**src/rtl/field_packer.sv**
```systemverilog
// Purpose: packs six 5-bit fields plus a 2-bit trailer into a 32-bit frame, emitted as 4 bytes MSB-first.
// Latency: byte 0 valid the cycle after field 5 is accepted; 10 cycles per frame with no stalls.
// Backpressure: out_ready=0 holds the current byte stable; in_ready is low for the whole emit phase.
module field_packer #(
    parameter logic [1:0] TRAILER = 2'b11
) (
    input  logic       clk,
    input  logic       rst_n,
    input  logic       clr,
    input  logic       in_valid,
    input  logic [4:0] in_field,
    output logic       in_ready,
    output logic       out_valid,
    output logic [7:0] out_byte,
    output logic       out_last,
    input  logic       out_ready,
    output logic [7:0] frame_cnt
);

    typedef enum logic {
        COLLECT = 1'b0,
        EMIT    = 1'b1
    } state_t;

    state_t      state_q, state_d;
    logic [31:0] frame_q, frame_d;
    logic [2:0]  fidx_q, fidx_d;
    logic [1:0]  bidx_q, bidx_d;
    logic [7:0]  frame_cnt_q, frame_cnt_d;

    logic field_acc;
    logic byte_xfer;

    assign field_acc = (state_q == COLLECT) && in_valid;
    assign byte_xfer = (state_q == EMIT) && out_ready;

    // Next-state logic: clr overrides any accept or transfer in the same cycle.
    always_comb begin
        state_d     = state_q;
        frame_d     = frame_q;
        fidx_d      = fidx_q;
        bidx_d      = bidx_q;
        frame_cnt_d = frame_cnt_q;
        if (clr) begin
            state_d = COLLECT;
            frame_d = 32'h0;
            fidx_d  = 3'd0;
            bidx_d  = 2'd0;
        end else if (field_acc) begin
            case (fidx_q)
                3'd0:    frame_d[31:27] = in_field;
                3'd1:    frame_d[26:22] = in_field;
                3'd2:    frame_d[21:17] = in_field;
                3'd3:    frame_d[16:12] = in_field;
                3'd4:    frame_d[11:7]  = in_field;
                default: frame_d[6:2]   = in_field;
            endcase
            if (fidx_q == 3'd5) begin
                frame_d[1:0] = TRAILER;
                state_d      = EMIT;
                fidx_d       = 3'd0;
                bidx_d       = 2'd0;
            end else begin
                fidx_d = fidx_q + 3'd1;
            end
        end else if (byte_xfer) begin
            bidx_d = bidx_q + 2'd1;
            if (bidx_q == 2'd3) begin
                state_d     = COLLECT;
                frame_d     = 32'h0;
                frame_cnt_d = frame_cnt_q + 8'd1;
            end
        end
    end

    // State registers with synchronous active-low reset.
    always_ff @(posedge clk) begin
        if (!rst_n) begin
            state_q     <= COLLECT;
            frame_q     <= 32'h0;
            fidx_q      <= 3'd0;
            bidx_q      <= 2'd0;
            frame_cnt_q <= 8'd0;
        end else begin
            state_q     <= state_d;
            frame_q     <= frame_d;
            fidx_q      <= fidx_d;
            bidx_q      <= bidx_d;
            frame_cnt_q <= frame_cnt_d;
        end
    end

    // Output decode: byte select by byte index, zero outside the emit phase.
    always_comb begin
        in_ready  = (state_q == COLLECT);
        out_valid = (state_q == EMIT);
        out_last  = (state_q == EMIT) && (bidx_q == 2'd3);
        out_byte  = 8'h00;
        if (state_q == EMIT) begin
            case (bidx_q)
                2'd0:    out_byte = frame_q[31:24];
                2'd1:    out_byte = frame_q[23:16];
                2'd2:    out_byte = frame_q[15:8];
                default: out_byte = frame_q[7:0];
            endcase
        end
    end

    assign frame_cnt = frame_cnt_q;

endmodule
```
**config.mk**
```make
export PLATFORM = sky130hd
export DESIGN_NAME = field_packer
export DESIGN_NICKNAME = d
export VERILOG_FILES = /design/src/rtl/field_packer.sv
export SDC_FILE = /design/constraint.sdc
export NUM_CORES = 1
export LEC_CHECK = 0
export CORE_MARGIN = 8
export CORE_UTILIZATION = 40
export DETAILED_ROUTE_END_ITERATION = 8
export PLACE_DENSITY = 0.62
export SLEW_MARGIN = 25
export SYNTH_ARGS = -nofsm -noshare
export SYNTH_HDL_FRONTEND = slang
export SYNTH_SLANG_ARGS = --single-unit
export TNS_END_PERCENT = 20
```
**constraint.sdc**
```tcl
create_clock -name clk -period 3.9 [get_ports clk]
set_input_delay 0.39 -clock clk [delete_from_list [all_inputs] [get_ports clk]]
set_output_delay 0.39 -clock clk [all_outputs]
set_load 0.005 [all_outputs]
```
==> results of run 1 <==
-- metrics by stage --
stage | area (sq um) | cells | util (%) | power [mW]
after floorplan | 2200 | 264 | - | 0.503
after global placement | 2480 | 342 | 45.9 | 0.527
after detailed placement | 2480 | 342 | 45.9 | 0.527
after CTS | 2590 | 350 | 47.9 | 0.874
after global routing | 2590 | 350 | 48.0 | 0.897
final | 2590 | 350 | 48.0 | 0.868
-- sequential cells by signal, indices dropped and copies added, names as in the netlist --
| register | cells |
|---|---|
| frame_q | 31 |
| frame_cnt | 8 |
| bidx_q | 2 |
| fidx_q | 3 |
-- cell families after synthesis --
| group | synth area share (%) |
|---|---|
| multiplexers | 1.82 |
| XOR/XNOR | 0.796 |
| AND/OR/NAND/NOR | 21.6 |
| AO/OA/AOI/OAI | 25.8 |
| buffers and inverters | 5.97 |
| flip-flops | 40.0 |
| adder cells (fa/ha/maj) | 3.98 |
-- area by class of cell --
type / instances / share of cell area, %
Multi-Input combinational cell: 189 / 46.0
Inverter: 7 / 1.01
Timing Repair Buffer: 30 / 11.4
Sequential cell: 44 / 34.0
Clock inverter: 2 / 1.35
Clock buffer: 6 / 2.80
Tap cell: 72 / 3.47
-- worst paths after layout --
check / from / to / slack [ns]
worst max-delay path: bidx_q[0] / out_byte[3] / 1.30
worst min-delay path: frame_q[13] / frame_q[13] / 0.48
worst max register to register: frame_q[0] / frame_cnt[4] / 1.92
worst min register to register: frame_q[13] / frame_q[13] / 0.48
-- layer usage --
| metal | routed length [microns] | vias up | part of all wire, % |
|---|---|---|---|
| met5 | 0 | - | 0 |
| met4 | 135 | 0 | 2.2 |
| met3 | 398 | 17 | 6.4 |
| met2 | 2870 | 85 | 46 |
| met1 | 2810 | 991 | 45 |
| li1 | - | 1011 | - |
-- cell usage in the layout (no fill, tap or decap), types with 4 or more instances in the layout --
cell type and count:
nand2b_1 5, nor2_1 13, mux2i_1 4, a222oi_1 6, dfxtp_1 44, nand2_1 14
ha_1 7, clkdlybuf4s50_1 28, clkbuf_8 5, o211ai_1 27, o21a_1 6, nand4_1 11
a21oi_1 40, inv_1 6, nand3_1 29
-- report_power, final --
part	internal [mW]	total [mW]	leakage [nW]	switching, mW
registers	0.452	0.457	0.355	0.00429
logic	0.0200	0.0612	0.378	0.0412
clock network	0.190	0.350	0.0552	0.160
total	0.663	0.868	0.788	0.205
-- worst max-delay path, cell delays in order (launching register included) --
cell and delay [ns]:
dfxtp_1 0.36, inv_1 0.11, ha_1 0.43, a222oi_1 0.19, o21a_1 0.20, nor2_1 0.11
clkdlybuf4s50_1 0.52
==> results.toml, run 1 <==
[drt]
wire_per_inst_microns = 17.7
ant_nets = 0
detail_route.vias_per_cell = 6.01
num_vias = 2104
drcViolationCount = 0
drt_iter0_drc = 277
drt-pass1-iter-count = 5
drt_wl_total_microns = 6210

[worst_setup_path]
cp.required_ns = 3.51
critPathLaunchType = "flip-flop"
path_class = "reg -> out"
cp_max_fo = 8
end_kind = "primary output"
worstPathArrival_ns = 2.21
r2r_cells = 3

[logic_synthesis]
ys_ff_latch = 44
synth_cell_type_count = 36
ys.flop_type = "dfxtp_1"
netlist.area_leader.share_pct = 40.0
yosysWarnings = 0
netlist_area_sq_um = 2200
ys_seq_area_share_pct = 40.0
synth_area_leaders = "dfxtp_1 (40%), o211ai_1 (9.2%), a21oi_1 (9.1%), nand3_1 (6.6%), ha_1 (4.0%)"
syn_inst = 264
synth_common_cells = "dfxtp_1 (44), a21oi_1 (40), nand3_1 (29)"
async_reset_ff_share_pct = 0
synth_edf_count = 0
synth.avg_cell_area_sq_um = 8.34
syn-num-nets = 281
yosysMostFrequentCell = "dfxtp_1"
yosysTopAreaCell = "dfxtp_1"

[timing]
rsz0062_at_grt = "no"
final_hold_viol_count = 0
tightest_slew_ns = 1.07
slew_headroom_pct = 28.4
setup_violations = 0
setup-tns-final_ns = 0
fin_hold_ws_ns = 0.481
fmax_ghz = 0.385
timing.final.ws_setup_ns = 1.30
fin_skew_ns = 0.00706
fin_crit_ns = 2.60
final_max_slew_viol_count = 0
fin_crit_sh_pct = 66.7

[worst_hold_path]
min_delay_path_depth = 2
min_path_type = "reg -> reg"

[clock_tree]
htreeDepth = 2
cts_hold_buf = 0
path_clk_slew_ns = 0.09
cts_sinks = 44
post_cts_resized = 0
cts_buffer_depth = 2
clkLatencyLatePin_ns = 0.31
post_cts_buffers = 0
cts_buffers = 5
cts_tree = "yes"
root_buffer = "clkbuf_8"

[pwr]
p_leak_nw = 0.788
p_per_area_nw_per_um2 = 335
ir_worst_vdd_uv = 165

[flow_run]
cap_violations = 0

[final_layout]
areaGrowthSynthToFinish_pct = 17.7
fill_cells = 547
drive_above_1_share_pct = 5.40
fin_nets = 294
seqCellArea_sq_um = 881
antenna_cells = 0
multi_input_area_sq_um = 1190

[global_route]
track_usage_pct = 14.9
grt_antenna_before_repair = 0
grt_first_pass_wirelength_microns = 9970
grt_pass1_vias = 1955
grt-ovfl-total = 0
grt_max_degree = 23
use_met1_pct = 18.6
busiest_layer = "met2"
met2_usage_pct = 23.9
met3_usage_pct = 3.74

[floorplan]
coreArea_sq_um = 5410
pin_count = 29
die_w_microns = 90.2
initial_core_util_pct = 40.7
rows = 27
fp.dieArea_sq_um = 8140
die_h_microns = 90.2

[placed_design]
dp_slack_ns = 1.52
port_buffers = 28
gp_congestion = 0.820
hpwl_microns = 4200

[run_status]
status = "completed"
Note: power is estimated with default switching activity, not from simulation.
==> inputs of run 2 (changes only) <==
==> constraint.sdc (replaced) <==
create_clock -name clk -period 2.7 [get_ports clk]
set_input_delay 0.27 -clock clk [delete_from_list [all_inputs] [get_ports clk]]
set_output_delay 0.27 -clock clk [all_outputs]
set_load 0.005 [all_outputs]
==> results.toml, run 2 (synthesis results as in run 1) <==
[clock_tree]
cts_buffer_depth = 2
cts_sinks = 44
post_cts_buffers = 0
cts_tree = "yes"
clkLatencyLatePin_ns = 0.31
htreeDepth = 2
cts_hold_buf = 0
cts_buffers = 5
post_cts_resized = 0
root_buffer = "clkbuf_8"
path_clk_slew_ns = 0.09

[drt]
wire_per_inst_microns = 18.1
ant_nets = 0
detail_route.vias_per_cell = 6.04
drt_iter0_drc = 236
drcViolationCount = 0
num_vias = 2144
drt-pass1-iter-count = 5
drt_wl_total_microns = 6430

[worst_setup_path]
worstPathArrival_ns = 2.22
path_cells = "inv_1, ha_1, a222oi_1, o21a_1, nor2_1, clkdlybuf4s50_1"
cp_max_fo = 8
critPathLaunchType = "flip-flop"
slowest_stage = "clkdlybuf4s50_1"
path_class = "reg -> out"
max_stage_delay_ns = 0.44
cp.required_ns = 2.43
end_kind = "primary output"

[floorplan]
die_h_microns = 90.2
fp.dieArea_sq_um = 8140
die_w_microns = 90.2
initial_core_util_pct = 40.7
pin_count = 29
coreArea_sq_um = 5410
rows = 27

[placed_design]
placed_cell_area_sq_um = 2520
gp_congestion = 0.757
hpwl_microns = 4140
port_buffers = 28

[final_layout]
areaGrowthSynthToFinish_pct = 18.9
layout_commonest_cell = "dfxtp_1"
top_register = "frame_q"
final_area_sq_um = 2620
final_util_pct = 48.4
antenna_cells = 0
final_cell_mix = "dfxtp_1 (44), a21oi_1 (40), nand3_1 (29)"
drive_above_1_share_pct = 7.07
largest_reg_flops = 31
fin_nets = 299

[global_route]
track_usage_pct = 15.6
grt-ovfl-total = 0
grt_antenna_before_repair = 0
grt_first_pass_wirelength_microns = 10500
grt_max_degree = 32
grt_pass1_vias = 2000

[flow_run]
cap_violations = 0

[timing]
setup-tns-final_ns = 0
slew_headroom_pct = 56.1
setup_violations = 0
rsz0062_at_grt = "no"
fmax_ghz = 0.402
fin_crit_sh_pct = 92.1
fin_crit_ns = 2.49
tightest_slew_ns = 0.656
final_hold_viol_count = 0
fin_skew_ns = 0.0119
final_max_slew_viol_count = 0

[pwr]
p_per_area_nw_per_um2 = 462
p_leak_nw = 0.799
ir_worst_vdd_uv = 231

[worst_hold_path]
min_path_type = "reg -> reg"

[run_status]
status = "completed"
==> run 2: metal layers <==
metal / routed length, microns / track usage [%] / vias to the layer above
met4: 87 / 5.83 / 0
met3: 518 / 4.32 / 11
met1: 2840 / 20.1 / 998
li1: - / - / 1022
met5: 0 / 0 / -
met2: 2980 / 24.0 / 113
==> run 2: final timing paths <==
| check | slack [ns] | endpoint | startpoint | cells after the start |
|---|---|---|---|---|
| worst max register to register | 0.90 | fidx_q[2] | frame_q[0] | 3 |
| worst min register to register | 0.48 | frame_cnt[7] | frame_cnt[7] | 2 |
| worst min-delay path | 0.48 | frame_cnt[7] | frame_cnt[7] | 2 |
| worst max-delay path | 0.21 | out_byte[2] | bidx_q[0] | 6 |
==> run 2: worst max-delay path: cells and delay by family, from the launching register on <==
kind / cells / cell delay, ns
simple gates: 1 / 0.04
buf+inv: 2 / 0.54
compound gates: 2 / 0.58
fa+ha+maj: 1 / 0.33
flops: 1 / 0.41
==> run 2: final cells by class <==
| type | count | area [sq um] |
|---|---|---|
| Sequential cell | 44 | 881 |
| Tap cell | 72 | 90.1 |
| Timing Repair Buffer | 35 | 333 |
| Inverter | 7 | 26.3 |
| Clock buffer | 6 | 82.6 |
| Multi-Input combinational cell | 189 | 1190 |
| Fill cell | 540 | 2790 |
| Clock inverter | 2 | 15.0 |
==> run 2: power by group <==
group / switching (mW) / leakage (nW) / internal (mW)
Combinational: 0.0662 / 0.401 / 0.0335
Clock: 0.244 / 0.0434 / 0.207
Sequential: 0.00461 / 0.355 / 0.654
==> run 2: per-stage QoR <==
stage | std cells | setup slack (ns) | power [mW] | hold slack [ns]
floorplan | 264 | 1.13 | 0.726 | 0.416
global placement | 347 | 0.590 | 0.770 | 0.455
detailed placement | 347 | 0.570 | 0.771 | 0.462
CTS | 355 | 0.219 | 1.21 | 0.475
global route | 355 | 0.100 | 1.25 | 0.503
finish | 355 | 0.212 | 1.21 | 0.478
==> inputs of run 3 (changes only) <==
--- a/config.mk
+++ b/config.mk
@@ -5,8 +5,10 @@
 export SDC_FILE = /design/constraint.sdc
 export NUM_CORES = 1
 export LEC_CHECK = 0
+export ABC_AREA = 1
 export CORE_MARGIN = 8
 export CORE_UTILIZATION = 40
+export CTS_BUF_LIST = sky130_fd_sc_hd__clkbuf_4 sky130_fd_sc_hd__clkbuf_8
 export DETAILED_ROUTE_END_ITERATION = 8
 export PLACE_DENSITY = 0.62
 export SLEW_MARGIN = 25
==> results.toml, run 3 <==
[clock_tree]
cts_sinks = 44
cts_buffers = 5
cts_tree = "yes"
post_cts_buffers = 0
post_cts_resized = 0
root_buffer = "clkbuf_8"
cts_hold_buf = 0
cts_buffer_depth = 2
clkLatencyLatePin_ns = 0.29
htreeDepth = 2
path_clk_slew_ns = 0.08

[logic_synthesis]
syn_inst = 316
yosysTopAreaCell = "dfxtp_1"
synth_cell_type_count = 24
ys_seq_area_share_pct = 39.8
ys_ff_latch = 44
yosysWarnings = 0
synthSimpleGateAreaFrac_pct = 30.0
synth_edf_count = 0
synth_compound_gate_area_share_pct = 16.3
netlist_area_sq_um = 2210
synth_area_leaders = "dfxtp_1 (40%), nand2_1 (11%), nor2_1 (8.5%), a21oi_1 (7.2%), o21ai_0 (6.1%)"
syn-num-nets = 333
synth_common_cells = "nand2_1 (67), nor2_1 (50), dfxtp_1 (44)"
synth.area.mux_share_pct = 0
netlist.area_leader.share_pct = 39.8
ys.flop_type = "dfxtp_1"
yosys.area_share.xor_xnor_pct = 0
async_reset_ff_share_pct = 0
synth.avg_cell_area_sq_um = 7.00
synth-adder-area-share_pct = 3.96
yosysMostFrequentCell = "nand2_1"
synth_top_family_by_area = "simple AND/OR/NAND/NOR gates"

[global_route]
grt_max_degree = 20
grt_pass1_vias = 1966
grt_antenna_before_repair = 0
grt_first_pass_wirelength_microns = 9290
grt-ovfl-total = 0
track_usage_pct = 13.9

[placed_design]
placed_cell_area_sq_um = 2520
gp_congestion = 0.816
hpwl_microns = 4070
place_inst = 407
dp_slack_ns = 0.784
port_buffers = 28

[timing]
fin_crit_sh_pct = 82.8
slew_headroom_pct = 60.7
fin_skew_ns = 0.00621
final_max_slew_viol_count = 0
setup-tns-final_ns = 0
setup_violations = 0
fin_crit_ns = 2.24
fmax_ghz = 0.447
final_hold_viol_count = 0
rsz0062_at_grt = "no"
timing.final.ws_setup_ns = 0.465
tightest_slew_ns = 0.583

[final_layout]
layout_commonest_cell = "nand2_1"
fin_nets = 359
areaGrowthSynthToFinish_pct = 18.2
top_register = "frame_q"
final_cells = 415
final_util_pct = 48.1
drive_above_1_share_pct = 10.2
final_area_sq_um = 2620
largest_reg_flops = 31
final_cell_mix = "nand2_1 (67), nor2_1 (50), dfxtp_1 (44)"
antenna_cells = 0

[floorplan]
die_w_microns = 90.4
coreArea_sq_um = 5440
rows = 27
die_h_microns = 90.4
pin_count = 29
fp.dieArea_sq_um = 8170
initial_core_util_pct = 40.7

[worst_setup_path]
max_stage_delay_ns = 0.53
crit_cells = 5
path_delay_family = "buffers and inverters"
r2r_cells = 7
cp.required_ns = 2.43
cp_max_fo = 8
worst-path-buf-inv = 2
path_cells = "inv_1, ha_1, nand2_1, a31oi_1, clkdlybuf4s50_1"
r2r_slack_ns = 0.94
slowest_stage = "clkdlybuf4s50_1"
critPathLaunchType = "flip-flop"
worstPathArrival_ns = 1.97
end_kind = "primary output"
path_class = "reg -> out"

[drt]
wire_per_inst_microns = 13.2
drt_wl_total_microns = 5480
ant_nets = 0
detail_route.vias_per_cell = 4.90
num_vias = 2032
drcViolationCount = 0
drt_iter0_drc = 141
drt-pass1-iter-count = 4

[pwr]
clock_power_share_pct = 36.2
p_per_area_nw_per_um2 = 453
p_sw_share_pct = 24.6
p_seq_share_pct = 55.8
pwr-share-comb_pct = 8.1
ir_worst_vdd_uv = 236
internal-power_uw = 893
p_leak_nw = 1.05
power_switching_uw = 291

[worst_hold_path]
min_delay_path_depth = 2
min_path_type = "reg -> reg"

[run_status]
status = "completed"

[flow_run]
cap_violations = 0
run 3: metrics by stage:
stage / power (mW) / hold slack (ns)
2_1_floorplan: 0.740 / 0.440
6_report: 1.18 / 0.469
5_1_grt: 1.24 / 0.487
3_3_place_gp: 0.770 / 0.456
3_5_place_dp: 0.771 / 0.456
4_1_cts: 1.20 / 0.468
run 3: cells by family (layout without fill, tap and decap cells):
family | after synthesis | in the layout
AND/OR/NAND/NOR | 147 | 147
flip-flops | 44 | 44
buffers and inverters | 49 | 76
adder cells (fa/ha/maj) | 7 | 7
AO/OA/AOI/OAI | 69 | 69
run 3: final cells by class:
type | count | area, sq um
fill | 560 | 2820
multi-input combinational | 223 | 1110
sequential | 44 | 881
timing repair buffer | 29 | 288
inverter | 39 | 154
tap | 72 | 90.1
clock buffer | 6 | 82.6
clock inverter | 2 | 10.0
run 3: power by group through the flow:
stage | Sequential, mW | Combinational [mW] | Clock, mW
floorplan | 0.674 | 0.0657 | 0
global route | 0.661 | 0.105 | 0.475
global placement | 0.676 | 0.0947 | 0
CTS | 0.660 | 0.0955 | 0.442
finish | 0.660 | 0.0956 | 0.428
detailed placement | 0.675 | 0.0951 | 0
run 3: tightest hold or removal path: stages, from the launching register on:
cell and delay [ns]:
dfxtp_1 0.32, nand2_1 0.06, a21oi_1 0.05
run 3: worst paths after layout:
path                     from          end
setup / recovery    bidx_q[0]  out_byte[3]
hold / removal    frame_q[24]  frame_q[24]
setup reg to reg    fidx_q[2]  frame_q[14]
hold reg to reg   frame_q[24]  frame_q[24]
run 3: per-layer routing:
| layer | vias to the layer above | GRT usage [%] | wire length, microns |
|---|---|---|---|
| met2 | 39 | 23.1 | 2600 |
| met4 | 0 | 4.58 | 72 |
| li1 | 1066 | - | - |
| met5 | - | 0 | 0 |
| met1 | 920 | 17.1 | 2570 |
| met3 | 7 | 3.33 | 232 |
